$ cat src/rtl/exc_pkg.sv
// Shared types and cause codes for the interrupt/exception unit.
package exc_pkg;

  // Controller states: normal execution, exception requested, handler running.
  typedef enum logic [1:0] {
    RUN     = 2'd0,
    EXC_REQ = 2'd1,
    HANDLER = 2'd2
  } exc_state_e;

  // EStatus cause codes; external channel i reports ES_IRQ_BASE + i.
  localparam int unsigned ES_NONE     = 0;
  localparam int unsigned ES_BADOP    = 1;
  localparam int unsigned ES_IRQ_BASE = 2;

endpackage

$ cat src/rtl/prio_enc.sv
// Lowest-index-first priority encoder with a valid flag.
module prio_enc #(
  parameter int unsigned N     = 4,
  parameter int unsigned IDX_W = (N > 1) ? $clog2(N) : 1
) (
  input  logic [N-1:0]     i_req,
  output logic             o_valid,
  output logic [IDX_W-1:0] o_idx
);

  // Scan from the top down so the lowest set bit is the last one written.
  always_comb begin
    o_valid = |i_req;
    o_idx   = '0;
    for (int i = int'(N) - 1; i >= 0; i--) begin
      if (i_req[i]) o_idx = IDX_W'(i);
    end
  end

endmodule

$ cat src/rtl/irq_exc_unit.sv
// Interrupt/exception controller: pends level IRQs, picks a cause, handshakes
// with the datapath and tracks handler entry/exit.
module irq_exc_unit
  import exc_pkg::*;
#(
  parameter int unsigned NUM_IRQ   = 4,
  parameter int unsigned ESTATUS_W = 4
) (
  input  logic                 clk,
  input  logic                 reset,
  input  logic [NUM_IRQ-1:0]   irq,
  input  logic [NUM_IRQ-1:0]   irq_mask,
  input  logic                 bad_op,
  input  logic                 ERet,
  input  logic                 ExcAck,
  output logic                 Exc,
  output logic [NUM_IRQ-1:0]   ExtIAck,
  output logic [ESTATUS_W-1:0] EStatus,
  output logic                 in_handler,
  output logic                 double_fault
);

  localparam int unsigned IDX_W = (NUM_IRQ > 1) ? $clog2(NUM_IRQ) : 1;

  exc_state_e           r_state, w_state_d;
  logic [NUM_IRQ-1:0]   r_pending, w_pending_d;
  logic [NUM_IRQ-1:0]   r_ack, w_ack_d;
  logic [ESTATUS_W-1:0] r_estatus, w_estatus_d;
  logic                 r_df, w_df_d;
  logic [NUM_IRQ-1:0]   w_eligible;
  logic                 w_sel_valid;
  logic [IDX_W-1:0]     w_sel_idx;

  // A request arriving this cycle is eligible immediately, giving 1-cycle latency to Exc.
  assign w_eligible = (r_pending | irq) & ~irq_mask;

  prio_enc #(
    .N     (NUM_IRQ),
    .IDX_W (IDX_W)
  ) u_prio_enc (
    .i_req   (w_eligible),
    .o_valid (w_sel_valid),
    .o_idx   (w_sel_idx)
  );

  // Next-state, cause capture, acknowledge pulse and double-fault logic.
  always_comb begin
    w_state_d   = r_state;
    w_estatus_d = r_estatus;
    w_df_d      = r_df;
    w_ack_d     = '0;
    unique case (r_state)
      RUN: begin
        if (bad_op) begin
          w_state_d   = EXC_REQ;
          w_estatus_d = ESTATUS_W'(ES_BADOP);
        end else if (w_sel_valid) begin
          w_state_d   = EXC_REQ;
          w_estatus_d = ESTATUS_W'(ES_IRQ_BASE) + ESTATUS_W'(w_sel_idx);
        end
      end
      EXC_REQ: begin
        if (ExcAck) begin
          w_state_d = HANDLER;
          for (int unsigned i = 0; i < NUM_IRQ; i++) begin
            if (r_estatus == ESTATUS_W'(ES_IRQ_BASE + i)) w_ack_d[i] = 1'b1;
          end
        end
      end
      HANDLER: begin
        if (bad_op) w_df_d = 1'b1;
        if (ERet) begin
          w_state_d   = RUN;
          w_estatus_d = ESTATUS_W'(ES_NONE);
        end
      end
      default: begin
        w_state_d   = RUN;
        w_estatus_d = ESTATUS_W'(ES_NONE);
      end
    endcase
  end

  // New requests win over the acknowledge clear on the same edge.
  assign w_pending_d = (r_pending & ~w_ack_d) | irq;

  // State registers with asynchronous active-low reset.
  always_ff @(posedge clk or negedge reset) begin
    if (!reset) begin
      r_state   <= RUN;
      r_pending <= '0;
      r_ack     <= '0;
      r_estatus <= '0;
      r_df      <= 1'b0;
    end else begin
      r_state   <= w_state_d;
      r_pending <= w_pending_d;
      r_ack     <= w_ack_d;
      r_estatus <= w_estatus_d;
      r_df      <= w_df_d;
    end
  end

  assign Exc          = (r_state == EXC_REQ);
  assign in_handler   = (r_state == HANDLER);
  assign ExtIAck      = r_ack;
  assign EStatus      = r_estatus;
  assign double_fault = r_df;

endmodule

$ cat config.mk
export PLATFORM = sky130hd
export DESIGN_NAME = irq_exc_unit
export DESIGN_NICKNAME = d
export VERILOG_FILES = /design/src/rtl/exc_pkg.sv /design/src/rtl/prio_enc.sv /design/src/rtl/irq_exc_unit.sv
export SDC_FILE = /design/constraint.sdc
export NUM_CORES = 1
export LEC_CHECK = 0
export BUFFER_PORTS_ARGS = -buffer_cell sky130_fd_sc_hd__buf_2
export CELL_PAD_IN_SITES_DETAIL_PLACEMENT = 0
export CELL_PAD_IN_SITES_GLOBAL_PLACEMENT = 1
export CORE_ASPECT_RATIO = 1.25
export CORE_MARGIN = 2
export CORE_UTILIZATION = 37
export DETAILED_ROUTE_END_ITERATION = 8
export GPL_TIMING_DRIVEN = 0
export HOLD_SLACK_MARGIN = 0.06
export PLACE_DENSITY_LB_ADDON = 0.1
export SYNTH_ARGS = -nofsm -noshare
export SYNTH_HDL_FRONTEND = slang
export SYNTH_HIERARCHICAL = 1
export SYNTH_SLANG_ARGS = --single-unit
$ cat constraint.sdc
create_clock -name clk -period 2.65 [get_ports clk]
set_input_delay 0.265 -clock clk [delete_from_list [all_inputs] [get_ports clk]]
set_output_delay 0.265 -clock clk [all_outputs]
set_load 0.005 [all_outputs]
==> results of run 1 <==
through the flow:
step | util (%) | instances | instance area [um2] | total power [mW] | hold WS, ps
finish | 51.3 | 107 | 822 | 0.663 | 176
global route | 51.3 | 107 | 822 | 0.718 | 167
CTS | 51.3 | 107 | 822 | 0.674 | 164
detailed placement | 48.4 | 102 | 776 | 0.517 | 180
global placement | 48.4 | 102 | 776 | 0.512 | 180
floorplan | - | 62 | 643 | 0.432 | -30.6
cells in the mapped netlist (all sizes together):
cell     instances
dfrtp           14
nor2            12
inv              5
a21oi            4
nor2b            3
nor3             3
a21o             2
a31oi            2
and2             2
nand2b           2
nor3b            2
a211oi           1
a2bb2o           1
buf              1
conb             1
nand2            1
nand3b           1
o21ai            1
o21ba            1
o22ai            1
o2bb2ai          1
or4b             1
layout by cell type (no fill, tap or decap), drive strengths merged, types with 3 or more instances in the layout:
cell and count:
nor2 12, nor3 3, clkbuf 4, dfrtp 14
buf 23, inv 5, a21oi 4, nor2b 3
power by group through the flow:
stage                     sequential [mW]  clock (mW)  combinational (mW)
after CTS                           0.320       0.160               0.194
after global routing                0.330       0.174               0.213
after global placement              0.323           0               0.190
after floorplan                     0.313           0               0.120
after detailed placement            0.324           0               0.193
final                               0.320       0.152               0.190
metal layers:
metal  vias up  part of all wire [%]
li1        266                     -
met1       237                    45
met2        13                    50
met3         0                   4.9
met4         0                     0
met5         -                     0
flip-flops by register name (all words and copies together) (netlist names):
register      count
EStatus           3
double_fault      1
ExtIAck           4
r_pending         4
r_state           2
cell families (layout without fill, tap and decap cells):
group	count (synthesis)	in the layout	share of synthesized area [%]
AOI/OAI and AO/OA	14	14	16.9
and+or+nand+nor	27	27	23.9
DFF	14	14	54.5
buffers and inverters	6	33	4.09
other	1	1	0.583
final cells by class:
class                      count  share of cell area, %
buffer                         1                  0.913
tap                           18                   2.74
multi-input combinational     42                   32.4
sequential                    14                   42.6
timing repair buffer          23                   14.6
inverter                       5                   2.28
clock buffer                   4                   4.41
final timing paths:
kind | startpoint | slack [ps] | cells after the start | to
setup / recovery | r_pending[2] | 1080 | 7 | EStatus[2]
hold / removal | ExcAck | 180 | 2 | r_state[0]
setup reg to reg | r_pending[2] | 1080 | 7 | EStatus[2]
hold reg to reg | double_fault | 460 | 1 | double_fault
max in group asynchronous | reset | 2000 | 2 | r_state[0]
min in group asynchronous | reset | 410 | 2 | ExtIAck[2]
==> results.toml, run 1 <==
[grt]
met3_usage_pct = 3.98
grt_pass1_vias = 458
grt_util_met1_pct = 20.1
grt_busiest_layer = "met2"
grt_pass1_wl_mm = 2.08
grt_max_degree = 15
grt_overflow = 0
grt.met2_usage_pct = 21.6
antenna_found_initial = 0
grt_usage_pct = 15.1

[pwr]
seqPwrFrac_pct = 48.3
clockPowerShare_pct = 22.9
switching_share_pct = 32.1
p_int_uw = 450
power.density_nw_per_um2 = 806
irDropWorstVdd_uv = 453
power_frac_comb_pct = 28.7
leakage_nw = 0.409
switchingPower_uw = 213

[timing]
min_period_ps = 1570
rsz0062_at_grt = "no"
fin_crit_sh_pct = 59.2
skew_ps = 1.03
setup_tns_ps = 0
layout_setup_ws_ps = 1080
drv_slew = 0
fmax_mhz = 638
finalSetupViolCount = 0
final-hold-violation-count = 0

[layout]
seq_area_um2 = 350
layout.nets = 103
multi_input_area_um2 = 267
fillers = 167
drive_gt1_share_pct = 37.1
n_antenna_cell = 0
syn2layout_area_growth_pct = 27.8

[synthesis]
synthTopCellsByArea = "dfrtp_1 (54%), nor2_1 (7.0%), nor3b_2 (3.9%)"
synth_area_um2 = 643
synth_top_area_share_pct = 54.5
synth_nets = 75
synth-seq-cells = 14
synthCells = 62
synth_seq_area_share_pct = 54.5
synth_area_per_cell_um2 = 10.4
synth_cell_type_count = 23
synth.largest_area_cell = "dfrtp_1"
yosysWarningCount = 6

[clock_network]
clock_latency_ps = 270
cts_htree_levels = 1
cts_resized = 0
cts_setup_buffers = 0
cts_hold_buf = 1
cts_sinks = 14
cts_buffers = 3
cts_tree = "yes"
cts_buffer_depth = 2
clkTransAtPathRegs_ps = 80
clockRootBuffer = "clkbuf_4"

[die]
num_io_pins = 24
num_rows = 16
die_area_um2 = 2090
die_h_um = 50.6
initial_core_util_pct = 40.2
die_w_um = 41.3
core_area_um2 = 1600

[place]
place_congestion = 0.715
io_buffer_count = 22
place_ws_ps = 1080
hpwl_um = 973

[drt]
viasPerCell = 4.82
wl_per_cell_um = 11.8
ant_nets = 0
drtIter0Drc = 8
via_count = 516
firstDrtPassIters = 4
drc = 0
drt-total-wl_mm = 1.26

[worst_setup_path]
crit_family = "compound AO/OA/AOI/OAI gates"
critPathLaunchType = "flip-flop"
arrival_ps = 1790
path_max_fanout = 4
cp_num_buf_inv = 0
critPathKind = "flip-flop to flip-flop"
cpMostUsedCell = "nor2_1"
cp_slowest_stage_delay_ps = 370
required_ps = 2870
crit_chain = "nor2_1, nor2_1, nor2_1, nand2_1, o21ba_2, o22ai_1, a2bb2o_4"
slowest_stage = "dfrtp_1"
end_kind = "flip-flop"

[outcome]
status = "finished clean"

[worst_hold_path]
hp-class = "primary input to flip-flop"

[flow_run]
cap_viol_max_count = 0
Note: power is estimated with default switching activity, not from simulation.
==> inputs of run 2 (changes only) <==
CORE_UTILIZATION = 34   (was 37)
clock period = 1.6 ns   (was 2.65 ns; I/O delays follow)
==> results.toml, run 2 (synthesis gave the netlist of run 1 again) <==
[timing]
fmax_mhz = 685
drv_slew = 0
min_period_ps = 1460
final-hold-violation-count = 0
finalSetupViolCount = 0
setup_tns_ps = 0
layout_setup_ws_ps = 141
skew_ps = 0.972
fin_crit_sh_pct = 91.2
rsz0062_at_grt = "no"

[worst_setup_path]
cp_num_buf_inv = 0
arrival_ps = 1680
required_ps = 1820
crit_family = "simple AND/OR/NAND/NOR gates"
slowest_stage = "or4b_4"
cp_slowest_stage_delay_ps = 490
crit_chain = "nor2_1, nor2_2, nor2_1, nand2_1, or4b_4, a2bb2o_4"
critPathKind = "flip-flop to flip-flop"
cpMostUsedCell = "nor2_1"
critPathLaunchType = "flip-flop"
path_max_fanout = 4
worstSetupStartpoint = "r_pending[0]"
r2r-start = "r_pending[0]"
end_kind = "flip-flop"

[layout]
fin_util_pct = 48.3
drive_gt1_share_pct = 40.7
final_cell_mix = "buf_2 (22), dfrtp_1 (14), nor2_1 (10)"
syn2layout_area_growth_pct = 32.5
n_antenna_cell = 0
layout.nets = 105
final_common_cell = "buf_2"

[clock_network]
cts_sinks = 14
clkTransAtPathRegs_ps = 80
cts_htree_levels = 1
clockRootBuffer = "clkbuf_4"
cts_buffer_depth = 2
cts_tree = "yes"
cts_buffers = 3
clock_latency_ps = 280

[die]
num_rows = 17
die_area_um2 = 2260
core_area_um2 = 1770
die_h_um = 52.6
initial_core_util_pct = 36.4
die_w_um = 42.9
num_io_pins = 24

[grt]
antenna_found_initial = 0
grt_pass1_wl_mm = 2.19
grt_max_degree = 15
grt_pass1_vias = 518
grt_usage_pct = 13.4
grt_overflow = 0

[drt]
wl_per_cell_um = 11.6
viasPerCell = 4.89
ant_nets = 0
drc = 0
via_count = 538
drtIter0Drc = 2
firstDrtPassIters = 2
drt-total-wl_mm = 1.28

[flow_run]
cap_viol_max_count = 0

[worst_hold_path]
hp-class = "primary input to flip-flop"
min-delay-start = "ERet"

[place]
io_buffer_count = 22
place_ws_ps = 55.2
place_congestion = 0.689

[pwr]
fin_total_pwr_mw = 1.12
irDropWorstVdd_uv = 753
power.density_nw_per_um2 = 1310
leakage_nw = 0.421

[outcome]
status = "finished clean"
## run 2: worst paths after layout
kind / to / slack [ps] / depth (start not counted)
max reg2reg: EStatus[2] / 140 / 6
max in group asynchronous: r_pending[0] / 1060 / 2
min in group asynchronous: r_pending[3] / 300 / 2
min: r_state[1] / 100 / 2
max: EStatus[2] / 140 / 6
min reg2reg: double_fault / 460 / 1
## run 2: metrics by stage
stage	area, um2	hold WS, ps	instances
2_1_floorplan	643	-136	62
3_3_place_gp	777	73.6	103
3_5_place_dp	777	72.8	103
4_1_cts	833	73.9	109
5_1_grt	852	94.5	110
6_report	852	98.7	110
## run 2: repair_timing
action / CTS / global route
endpoints found under the setup margin: 0 / 3
buffers inserted: 0 / 1
hold buffers: 2 / 0
resized for setup: 0 / 3
hold endpoints to repair: 15 / 0
## run 2: power breakdown
part / total (mW) / switching, mW / internal, mW
clock network: 0.252 / 0.114 / 0.138
logic: 0.329 / 0.140 / 0.189
registers: 0.536 / 0.107 / 0.429
total: 1.12 / 0.362 / 0.756
## run 2: final cells by class
type                            instances  area [um2]
Buffer                                  1        7.51
Clock buffer                            4        36.3
Fill cell                             169         913
Inverter                                5        18.8
Multi-Input combinational cell         42         278
Sequential cell                        14         350
Tap cell                               19        23.8
Timing Repair Buffer                   25         138
## run 2: per-layer routing
metal / share of wire [%] / GRT usage [%]
met1: 45 / 15.1
met2: 45 / 22.0
met3: 7.0 / 2.41
met4: 2.6 / 10.9
met5: 0 / 0
